`src/rtl/imem_arbiter_pkg.sv`:
```
// Shared types, defaults and helpers for the instruction-memory arbiter.
package imem_arbiter_pkg;

  typedef enum logic {
    StIdle,
    StIssue
  } state_t;

  typedef enum logic {
    OwnF,
    OwnD
  } owner_t;

  localparam int unsigned StarveMaxDefault = 4;
  localparam int unsigned StarveCntW       = 4;

  function automatic logic [StarveCntW-1:0] sat_inc(input logic [StarveCntW-1:0] v,
                                                     input logic [StarveCntW-1:0] lim);
    return (v >= lim) ? lim : v + 1'b1;
  endfunction

endpackage

```
`src/rtl/imem_arb_prio.sv`:
```
// Fixed fetch priority with a starvation counter that eventually forces a debug win.
module imem_arb_prio
  import imem_arbiter_pkg::*;
#(
  parameter int unsigned STARVE_MAX = StarveMaxDefault
) (
  input  logic clk,
  input  logic rst_n,
  input  logic f_req,
  input  logic d_req,
  input  logic f_flush,
  input  logic window,
  output logic f_sel,
  output logic d_sel
);

  localparam logic [StarveCntW-1:0] Lim = StarveCntW'(STARVE_MAX);

  logic [StarveCntW-1:0] starve_cnt_q, starve_cnt_d;
  logic                  starved;

  always_comb begin
    starved = (starve_cnt_q == Lim);
    d_sel   = window & d_req & (~f_req | f_flush | starved);
    f_sel   = window & ~d_sel & f_req & ~f_flush;
  end

  // Counts fetch wins only while debug is actually waiting.
  always_comb begin
    starve_cnt_d = starve_cnt_q;
    if (d_sel || !d_req) begin
      starve_cnt_d = '0;
    end else if (f_sel) begin
      starve_cnt_d = sat_inc(starve_cnt_q, Lim);
    end
  end

  always_ff @(posedge clk or negedge rst_n) begin
    if (!rst_n) begin
      starve_cnt_q <= '0;
    end else begin
      starve_cnt_q <= starve_cnt_d;
    end
  end

endmodule

```
`src/rtl/imem_arbiter.sv`:
```
// Shares the single-ported instruction memory between fetch and debug read ports,
// one access in flight, with responses returned as one-cycle valid pulses.
module imem_arbiter
  import imem_arbiter_pkg::*;
#(
  parameter int unsigned ADDR_W     = 32,
  parameter int unsigned DATA_W     = 32,
  parameter int unsigned STARVE_MAX = StarveMaxDefault
) (
  input  logic              clk,
  input  logic              rst_n,
  input  logic              f_req,
  input  logic [ADDR_W-1:0] f_addr,
  input  logic              f_flush,
  output logic              f_gnt,
  output logic              f_rvalid,
  output logic [DATA_W-1:0] f_rdata,
  input  logic              d_req,
  input  logic [ADDR_W-1:0] d_addr,
  output logic              d_gnt,
  output logic              d_rvalid,
  output logic [DATA_W-1:0] d_rdata,
  output logic [ADDR_W-1:0] mem_addr,
  output logic              mem_rd_en,
  input  logic [DATA_W-1:0] mem_instr,
  input  logic              mem_ready,
  output logic              busy
);

  state_t            state_q, state_d;
  owner_t            owner_q, owner_d;
  logic [ADDR_W-1:0] addr_q, addr_d;
  logic              kill_q, kill_d;
  logic              f_rvalid_q, f_rvalid_d;
  logic              d_rvalid_q, d_rvalid_d;
  logic [DATA_W-1:0] f_rdata_q, f_rdata_d;
  logic [DATA_W-1:0] d_rdata_q, d_rdata_d;
  logic              window, done, grant;
  logic              f_sel, d_sel;

  // ready is only meaningful while an access is outstanding.
  assign done   = (state_q == StIssue) & mem_ready;
  assign window = (state_q == StIdle) | done;

  imem_arb_prio #(
    .STARVE_MAX (STARVE_MAX)
  ) u_prio (
    .clk     (clk),
    .rst_n   (rst_n),
    .f_req   (f_req),
    .d_req   (d_req),
    .f_flush (f_flush),
    .window  (window),
    .f_sel   (f_sel),
    .d_sel   (d_sel)
  );

  assign f_gnt = f_sel & rst_n;
  assign d_gnt = d_sel & rst_n;
  assign grant = f_gnt | d_gnt;

  always_ff @(posedge clk or negedge rst_n) begin
    if (!rst_n) begin
      state_q <= StIdle;
    end else begin
      state_q <= state_d;
    end
  end

  always_comb begin
    state_d = state_q;
    case (state_q)
      StIdle:  if (grant) state_d = StIssue;
      StIssue: if (mem_ready && !grant) state_d = StIdle;
      default: state_d = StIdle;
    endcase
  end

  always_comb begin
    mem_rd_en = (state_q == StIssue);
    busy      = (state_q == StIssue);
    mem_addr  = addr_q;
    f_rvalid  = f_rvalid_q;
    d_rvalid  = d_rvalid_q;
    f_rdata   = f_rdata_q;
    d_rdata   = d_rdata_q;
  end

  always_comb begin
    addr_d     = addr_q;
    owner_d    = owner_q;
    kill_d     = kill_q;
    f_rvalid_d = 1'b0;
    d_rvalid_d = 1'b0;
    f_rdata_d  = f_rdata_q;
    d_rdata_d  = d_rdata_q;

    if (done) begin
      if (owner_q == OwnF) begin
        // A flush now or at any point since the grant drops the fetch response.
        if (!kill_q && !f_flush) begin
          f_rvalid_d = 1'b1;
          f_rdata_d  = mem_instr;
        end
      end else begin
        d_rvalid_d = 1'b1;
        d_rdata_d  = mem_instr;
      end
    end

    if ((state_q == StIssue) && (owner_q == OwnF) && f_flush) begin
      kill_d = 1'b1;
    end

    if (grant) begin
      addr_d  = d_gnt ? d_addr : f_addr;
      owner_d = d_gnt ? OwnD : OwnF;
      kill_d  = 1'b0;
    end
  end

  always_ff @(posedge clk or negedge rst_n) begin
    if (!rst_n) begin
      addr_q     <= '0;
      owner_q    <= OwnF;
      kill_q     <= 1'b0;
      f_rvalid_q <= 1'b0;
      d_rvalid_q <= 1'b0;
      f_rdata_q  <= '0;
      d_rdata_q  <= '0;
    end else begin
      addr_q     <= addr_d;
      owner_q    <= owner_d;
      kill_q     <= kill_d;
      f_rvalid_q <= f_rvalid_d;
      d_rvalid_q <= d_rvalid_d;
      f_rdata_q  <= f_rdata_d;
      d_rdata_q  <= d_rdata_d;
    end
  end

  // Structural invariants of the arbiter.
  gnt_onehot: assert property (@(posedge clk) disable iff (!rst_n) !(f_gnt && d_gnt));
  rvalid_onehot: assert property (@(posedge clk) disable iff (!rst_n) !(f_rvalid && d_rvalid));
  wait_stable: assert property (@(posedge clk) disable iff (!rst_n)
                                (busy && !mem_ready) |=> (busy && $stable(mem_addr)));

endmodule

```
`config.mk`:
```
export PLATFORM = sky130hd
export DESIGN_NAME = imem_arbiter
export DESIGN_NICKNAME = d
export VERILOG_FILES = /design/src/rtl/imem_arbiter_pkg.sv /design/src/rtl/imem_arb_prio.sv /design/src/rtl/imem_arbiter.sv
export SDC_FILE = /design/constraint.sdc
export NUM_CORES = 1
export LEC_CHECK = 0
export CORE_MARGIN = 2
export CORE_UTILIZATION = 44
export CTS_CLUSTER_DIAMETER = 100
export DETAILED_ROUTE_END_ITERATION = 10
export GPL_ROUTABILITY_DRIVEN = 1
export PLACE_DENSITY = 0.87
export SLEW_MARGIN = 10
export SYNTH_ARGS = -nofsm -noshare
export SYNTH_HDL_FRONTEND = slang
export SYNTH_SLANG_ARGS = --single-unit
```
`constraint.sdc`:
```
create_clock -name clk -period 3.8 [get_ports clk]
set_clock_uncertainty 0.05 [all_clocks]
set_input_delay 0.76 -clock clk [delete_from_list [all_inputs] [get_ports clk]]
set_output_delay 0.76 -clock clk [all_outputs]
set_load 0.05 [all_outputs]
```
After elaboration in Yosys (flattened, before gate mapping)
Cells that the tools add are included.
- flip-flop bits (word level): 105
- latch bits: 0
- memory bits (writable): 0
- memory bits (read-only): 0
- input port bits: 102
- output and inout port bits: 102
- memories kept: 0
- add/subtract/negate cells: 1
- $mul: 0
- div/mod/pow operators: 0
- magnitude comparators: 1
- equality and inequality tests: 1
- shift operators: 0
- muxes and demuxes: 15
- bitwise gates (word level): 17
- reduce and logical (&&, ||, !) cells: 13
- operator list (cell ; number):
    two-way mux 32 bit ; 1
    two-way mux 4 bit ; 3
    two-way mux 1 bit ; 10
    AND 1 bit ; 8
    NOT 1 bit ; 5
    adder 4 x 1 -> 4 bit (second input constant) ; 1
    == test 4 x 3 -> 1 bit (second input constant) ; 1
    greater-or-equal comparator 4 x 3 -> 1 bit (second input constant) ; 1
    logical AND 1 bit ; 4
    zero test 1 bit ; 4
    bitwise OR 1 bit ; 4
    nonzero test 2 bit ; 2
    AND reduction 3 bit ; 1
    one-hot mux 1 bit (2 select lines) ; 1
    AND reduction 2 bit ; 1
    logical OR 1 bit ; 1

Logic depth before layout (Yosys ltp)
- depth after elaboration: 14
- depth in mapped cells: 8

Cells and area by module
From an unflattened synthesis, not the netlist that was laid out.
- cell total of the unflattened synthesis: 314
- area total of the unflattened synthesis: 4279.1 um^2
- by module, submodules not included (module ; instances ; cells an instance ; area each (um^2) ; sequential area each (um^2)):
    imem_arbiter ; 1 ; 291 ; 4033.9 ; 2527.4
    imem_arb_prio ; 1 ; 23 ; 245.2 ; 100.1

Worst setup path before layout
OpenSTA, ideal clock, no wires.
- path kind: input -> output
- from: input f_req
- to: output f_gnt
- data arrival time: 1821 ps
- setup slack: 1169 ps
- stages on the path: 3
- buffers on the path: 0
- path through: nor2b_1 -> nand3_1 -> a21oi_1
- cells in the longest elaborated chain, start to end: 9
- RTL lines (what ; line ; text):
    start, declared ; imem_arbiter.sv:12 ; input logic f_req,
    NOT 1 bit ; imem_arb_prio.sv:24 ; d_sel = window & d_req & (~f_req | f_flush | starved);
    bitwise OR 1 bit (2 in a row) ; imem_arb_prio.sv:24 ;
    AND 1 bit ; imem_arb_prio.sv:24 ;
    NOT 1 bit ; imem_arb_prio.sv:25 ; f_sel = window & ~d_sel & f_req & ~f_flush;
    AND 1 bit ; imem_arb_prio.sv:25 ;
    AND 1 bit (*) (2 in a row) ; imem_arb_prio.sv:25 ;
    AND 1 bit (*) ; imem_arbiter.sv:58 ; assign f_gnt = f_sel & rst_n;
    end, declared ; imem_arbiter.sv:15 ; output logic f_gnt,
Every way passes the cells marked *; elsewhere a longest branch is shown, timed or not.

Final worst setup path
- from: input f_flush
- to: output f_gnt
- cells in the longest elaborated chain, start to end: 8
- elaborated cells on any way between the ends: 9
- RTL lines (what ; line ; text):
    start, declared ; imem_arbiter.sv:14 ; input logic f_flush,
    bitwise OR 1 bit (2 in a row) ; imem_arb_prio.sv:24 ;
    AND 1 bit ; imem_arb_prio.sv:24 ;
    NOT 1 bit ; imem_arb_prio.sv:25 ;
    AND 1 bit (2 in a row) ; imem_arb_prio.sv:25 ;
    AND 1 bit (*) ; imem_arb_prio.sv:25 ;
    AND 1 bit (*) ; imem_arbiter.sv:58 ;
Marked as above.

==> summary.txt <==
Floorplan
  • Die Ht: 102 microns
  • Die footprint: 10500 sq um
  • Number of I/O pins: 204
  • Core Footprint: 9330 sq um
  • Starting Density: 45.6%
  • FP Rows: 35
  • Die W: 102 microns

Place
  • Count of buffers inserted at the top-level ports: 203
  • Post-placement cell area: 6380 sq um
  • HPWL after detailed placement: 8210 microns
  • Final Wtd Congestion: 0.815
  • Number of placed instances, taps included: 671

GRT
  • Pin count of the biggest net entering global routing: 84
  • Global-route wire length before repair: 17000 microns
  • Antenna violations before repair: 0
  • Number of global-route vias before repair: 3433
  • Combined global-route utilization of all metal layers: 21.0%
  • Remaining Overflow, GRT: 0

Critical path
  • Critical path start-end classification: primary input to output pin
  • Crit path launch type: primary input
  • Worst Reg2Reg Path Length in Cells: 7
  • Worst setup EP type: output pin
  • Worst Path Arrival: 2.57 ns
  • Highest net fanout along the worst path: 4
  • Crit path required time: 2.99 ns

Finish
  • Total non-filler cell area in the finished layout: 6550 sq um
  • Nets: 657
  • Final antenna diode count: 0
  • Proportion of layout cells with a drive suffix above 1: 16.5%
  • Number of filler cells placed in the layout: 674
  • Final standard cell count with taps included and fillers excluded: 686
  • Relative area change from synthesis to final layout: 54.1%

Detailed routing
  • Routed WL: 11000 microns
  • Antenna-violating nets left: 0
  • Routed via count: 3478
  • Number of detailed-routing iterations run before antenna repair: 4
  • Per-cell via count in the routed design: 5.07
  • Remaining design rule violation count: 0
  • DRC violation total after the first TritonRoute iteration: 113
  • Avg WL per Cell: 16.0 microns

Yosys
  • Number of nets produced by synthesis: 457
  • Synth Register Bits: 105
  • Leading post-synthesis cells by cell area: sky130_fd_sc_hd__dfrtp_1 62%, sky130_fd_sc_hd__mux2_2 17%, sky130_fd_sc_hd__nand2_1 6.0%, sky130_fd_sc_hd__a31oi_1 4.9%, sky130_fd_sc_hd__nor2_1 3.1%
  • Average cell area after synthesis: 12.0 sq um
  • Share of synthesized registers carrying an async set or reset: 100%
  • Cell taking the most area after synthesis: sky130_fd_sc_hd__dfrtp_1
  • Synth Warn #: 0
  • Synth cell types: 27
  • Most frequent cells after synthesis: 105 x sky130_fd_sc_hd__dfrtp_1, 68 x sky130_fd_sc_hd__nand2_1, 63 x sky130_fd_sc_hd__mux2_2
  • Number of synthesized flops with an enable pin: 0
  • Most frequent cell after synthesis: sky130_fd_sc_hd__dfrtp_1
  • Synthesized area: 4250 sq um
  • Area share of the largest cell type after synthesis: 61.8%
  • Prevailing post-synth register cell: sky130_fd_sc_hd__dfrtp_1
  • Number of standard cells after synthesis: 353
  • Portion of the post-synthesis area used by sequential elements: 61.8%

Min path
  • Worst min-delay path class: primary input to asynchronous set/reset pin

Status
  • Status: completed

STA
  • Max-slew violations: 0
  • Crit share post-route: 88.8%
  • Achievable clock frequency: 0.296 GHz
  • Slew headroom: 33.0%
  • Number of endpoints failing setup at the final stage: 0
  • Final min period: 3.38 ns
  • Final hold vios: 0
  • Unrepaired setup endpoints after global routing: false
  • Total Neg Setup Slack: 0 ns
  • Transition time of the tightest slew-check pin: 1.00 ns

Clock network
  • Post-CTS setup buffer count: 0
  • Post-CTS resize count: 0
  • CTS buffer count: 9
  • Worst-case clock buffer depth: 2
  • Clock Tree Root: sky130_fd_sc_hd__clkbuf_8
  • CTS tree: built
  • Clk pin slew, worst setup/hold paths: 0.10 ns
  • Number of buffers inserted by hold repair at cts: 0
  • H-tree levels: 3
  • Worst skew pair latency: 0.35 ns
  • Num Clock Sinks: 105

Power
  • Worst ir drop on vdd: 0.399 mV
  • Overall power: 5.05 mW
  • Static leakage power: 2.76 nW
  • Pwr Density: 770 nW/um^2

Run
  • Max capacitance violation total: 0
-- critical path, cell delays in order --
cell and delay [ns]:
sky130_fd_sc_hd__clkdlybuf4s50_1 0.49, sky130_fd_sc_hd__nor2b_1 0.23, sky130_fd_sc_hd__nand3_1 0.13, sky130_fd_sc_hd__a21oi_1 0.15, sky130_fd_sc_hd__clkdlybuf4s50_1 0.81
-- final cells by class --
type / count / area [sq um] / area share, %
clock buffer: 9 / 124 / 1.89
clock inverter: 6 / 52.6 / 0.802
inverter: 6 / 22.5 / 0.344
multi-input combinational: 222 / 1490 / 22.8
sequential: 105 / 2630 / 40.1
tap: 129 / 161 / 2.46
timing repair buffer: 209 / 2070 / 31.6
-- final timing paths --
| path | from | to | slack, ns |
|---|---|---|---|
| max | f_flush | f_gnt | 0.42 |
| min reg2reg | f_rdata[5] | f_rdata[5] | 0.45 |
| max in group asynchronous | rst_n | mem_addr[28] | 2.13 |
| max reg2reg | u_prio.starve_cnt_q[0] | mem_addr[28] | 1.90 |
| min | rst_n | d_rdata[7] | 0.24 |
| min in group clk | f_rdata[5] | f_rdata[5] | 0.45 |
-- through the flow --
step / setup slack (ns) / util [%] / hold slack [ns]
6_report: 0.424 / 70.3 / 0.242
5_1_grt: 0.312 / 70.3 / 0.232
4_1_cts: 0.414 / 70.3 / 0.235
3_5_place_dp: 0.420 / 68.4 / 0.428
3_3_place_gp: 0.442 / 68.4 / 0.425
2_1_floorplan: 1.17 / - / 0.414
-- cell usage in the layout (no fill, tap or decap), types with 2 or more instances in the layout --
cell / synthesis / routed
sky130_fd_sc_hd__buf_4: 5 / 8
sky130_fd_sc_hd__nand3_1: 3 / 3
sky130_fd_sc_hd__a31oi_1: 33 / 33
sky130_fd_sc_hd__inv_1: 5 / 5
sky130_fd_sc_hd__clkbuf_8: 0 / 9
sky130_fd_sc_hd__a21oi_1: 2 / 2
sky130_fd_sc_hd__clkinv_4: 0 / 2
sky130_fd_sc_hd__dfrtp_1: 105 / 105
sky130_fd_sc_hd__nand2_1: 68 / 68
sky130_fd_sc_hd__clkdlybuf4s50_1: 0 / 201
sky130_fd_sc_hd__clkinvlp_4: 0 / 2
sky130_fd_sc_hd__nor2b_1: 2 / 2
sky130_fd_sc_hd__mux2_2: 63 / 63
sky130_fd_sc_hd__nor2_1: 35 / 35
sky130_fd_sc_hd__ha_1: 2 / 2
sky130_fd_sc_hd__nand2b_1: 2 / 2
-- metal layers --
layer	track usage, %	up-vias	share of wire, %
met5	0	-	0
met3	8.00	15	10
met2	35.8	188	49
li1	-	1600	-
met1	25.4	1675	40
met4	5.03	0	1.3
-- report_power, final --
part           switching, mW  internal [mW]  leakage, nW
Combinational           1.75          0.979         1.43
Sequential             0.195           1.49         1.24
Clock                  0.391          0.244       0.0838
-- registers in the layout, summed over array words and instances, names as in the netlist --
register and cells:
kill_q 1, busy 1, f_rvalid 1, u_prio.starve_cnt_q 4, f_rdata 32, mem_addr 32, owner_q 1, d_rvalid 1
d_rdata 32
-- cell families (layout without fill, tap and decap cells) --
logic type      after synthesis  in the layout  share of synthesized area [%]
simple gates                116            116                           11.4
flops                       105            105                           61.8
mux                          64             64                           16.9
compound gates               40             40                           6.18
buf+inv                      26            230                           3.09
fa+ha+maj                     2              2                          0.588
Power figures use the tool's default switching activity.
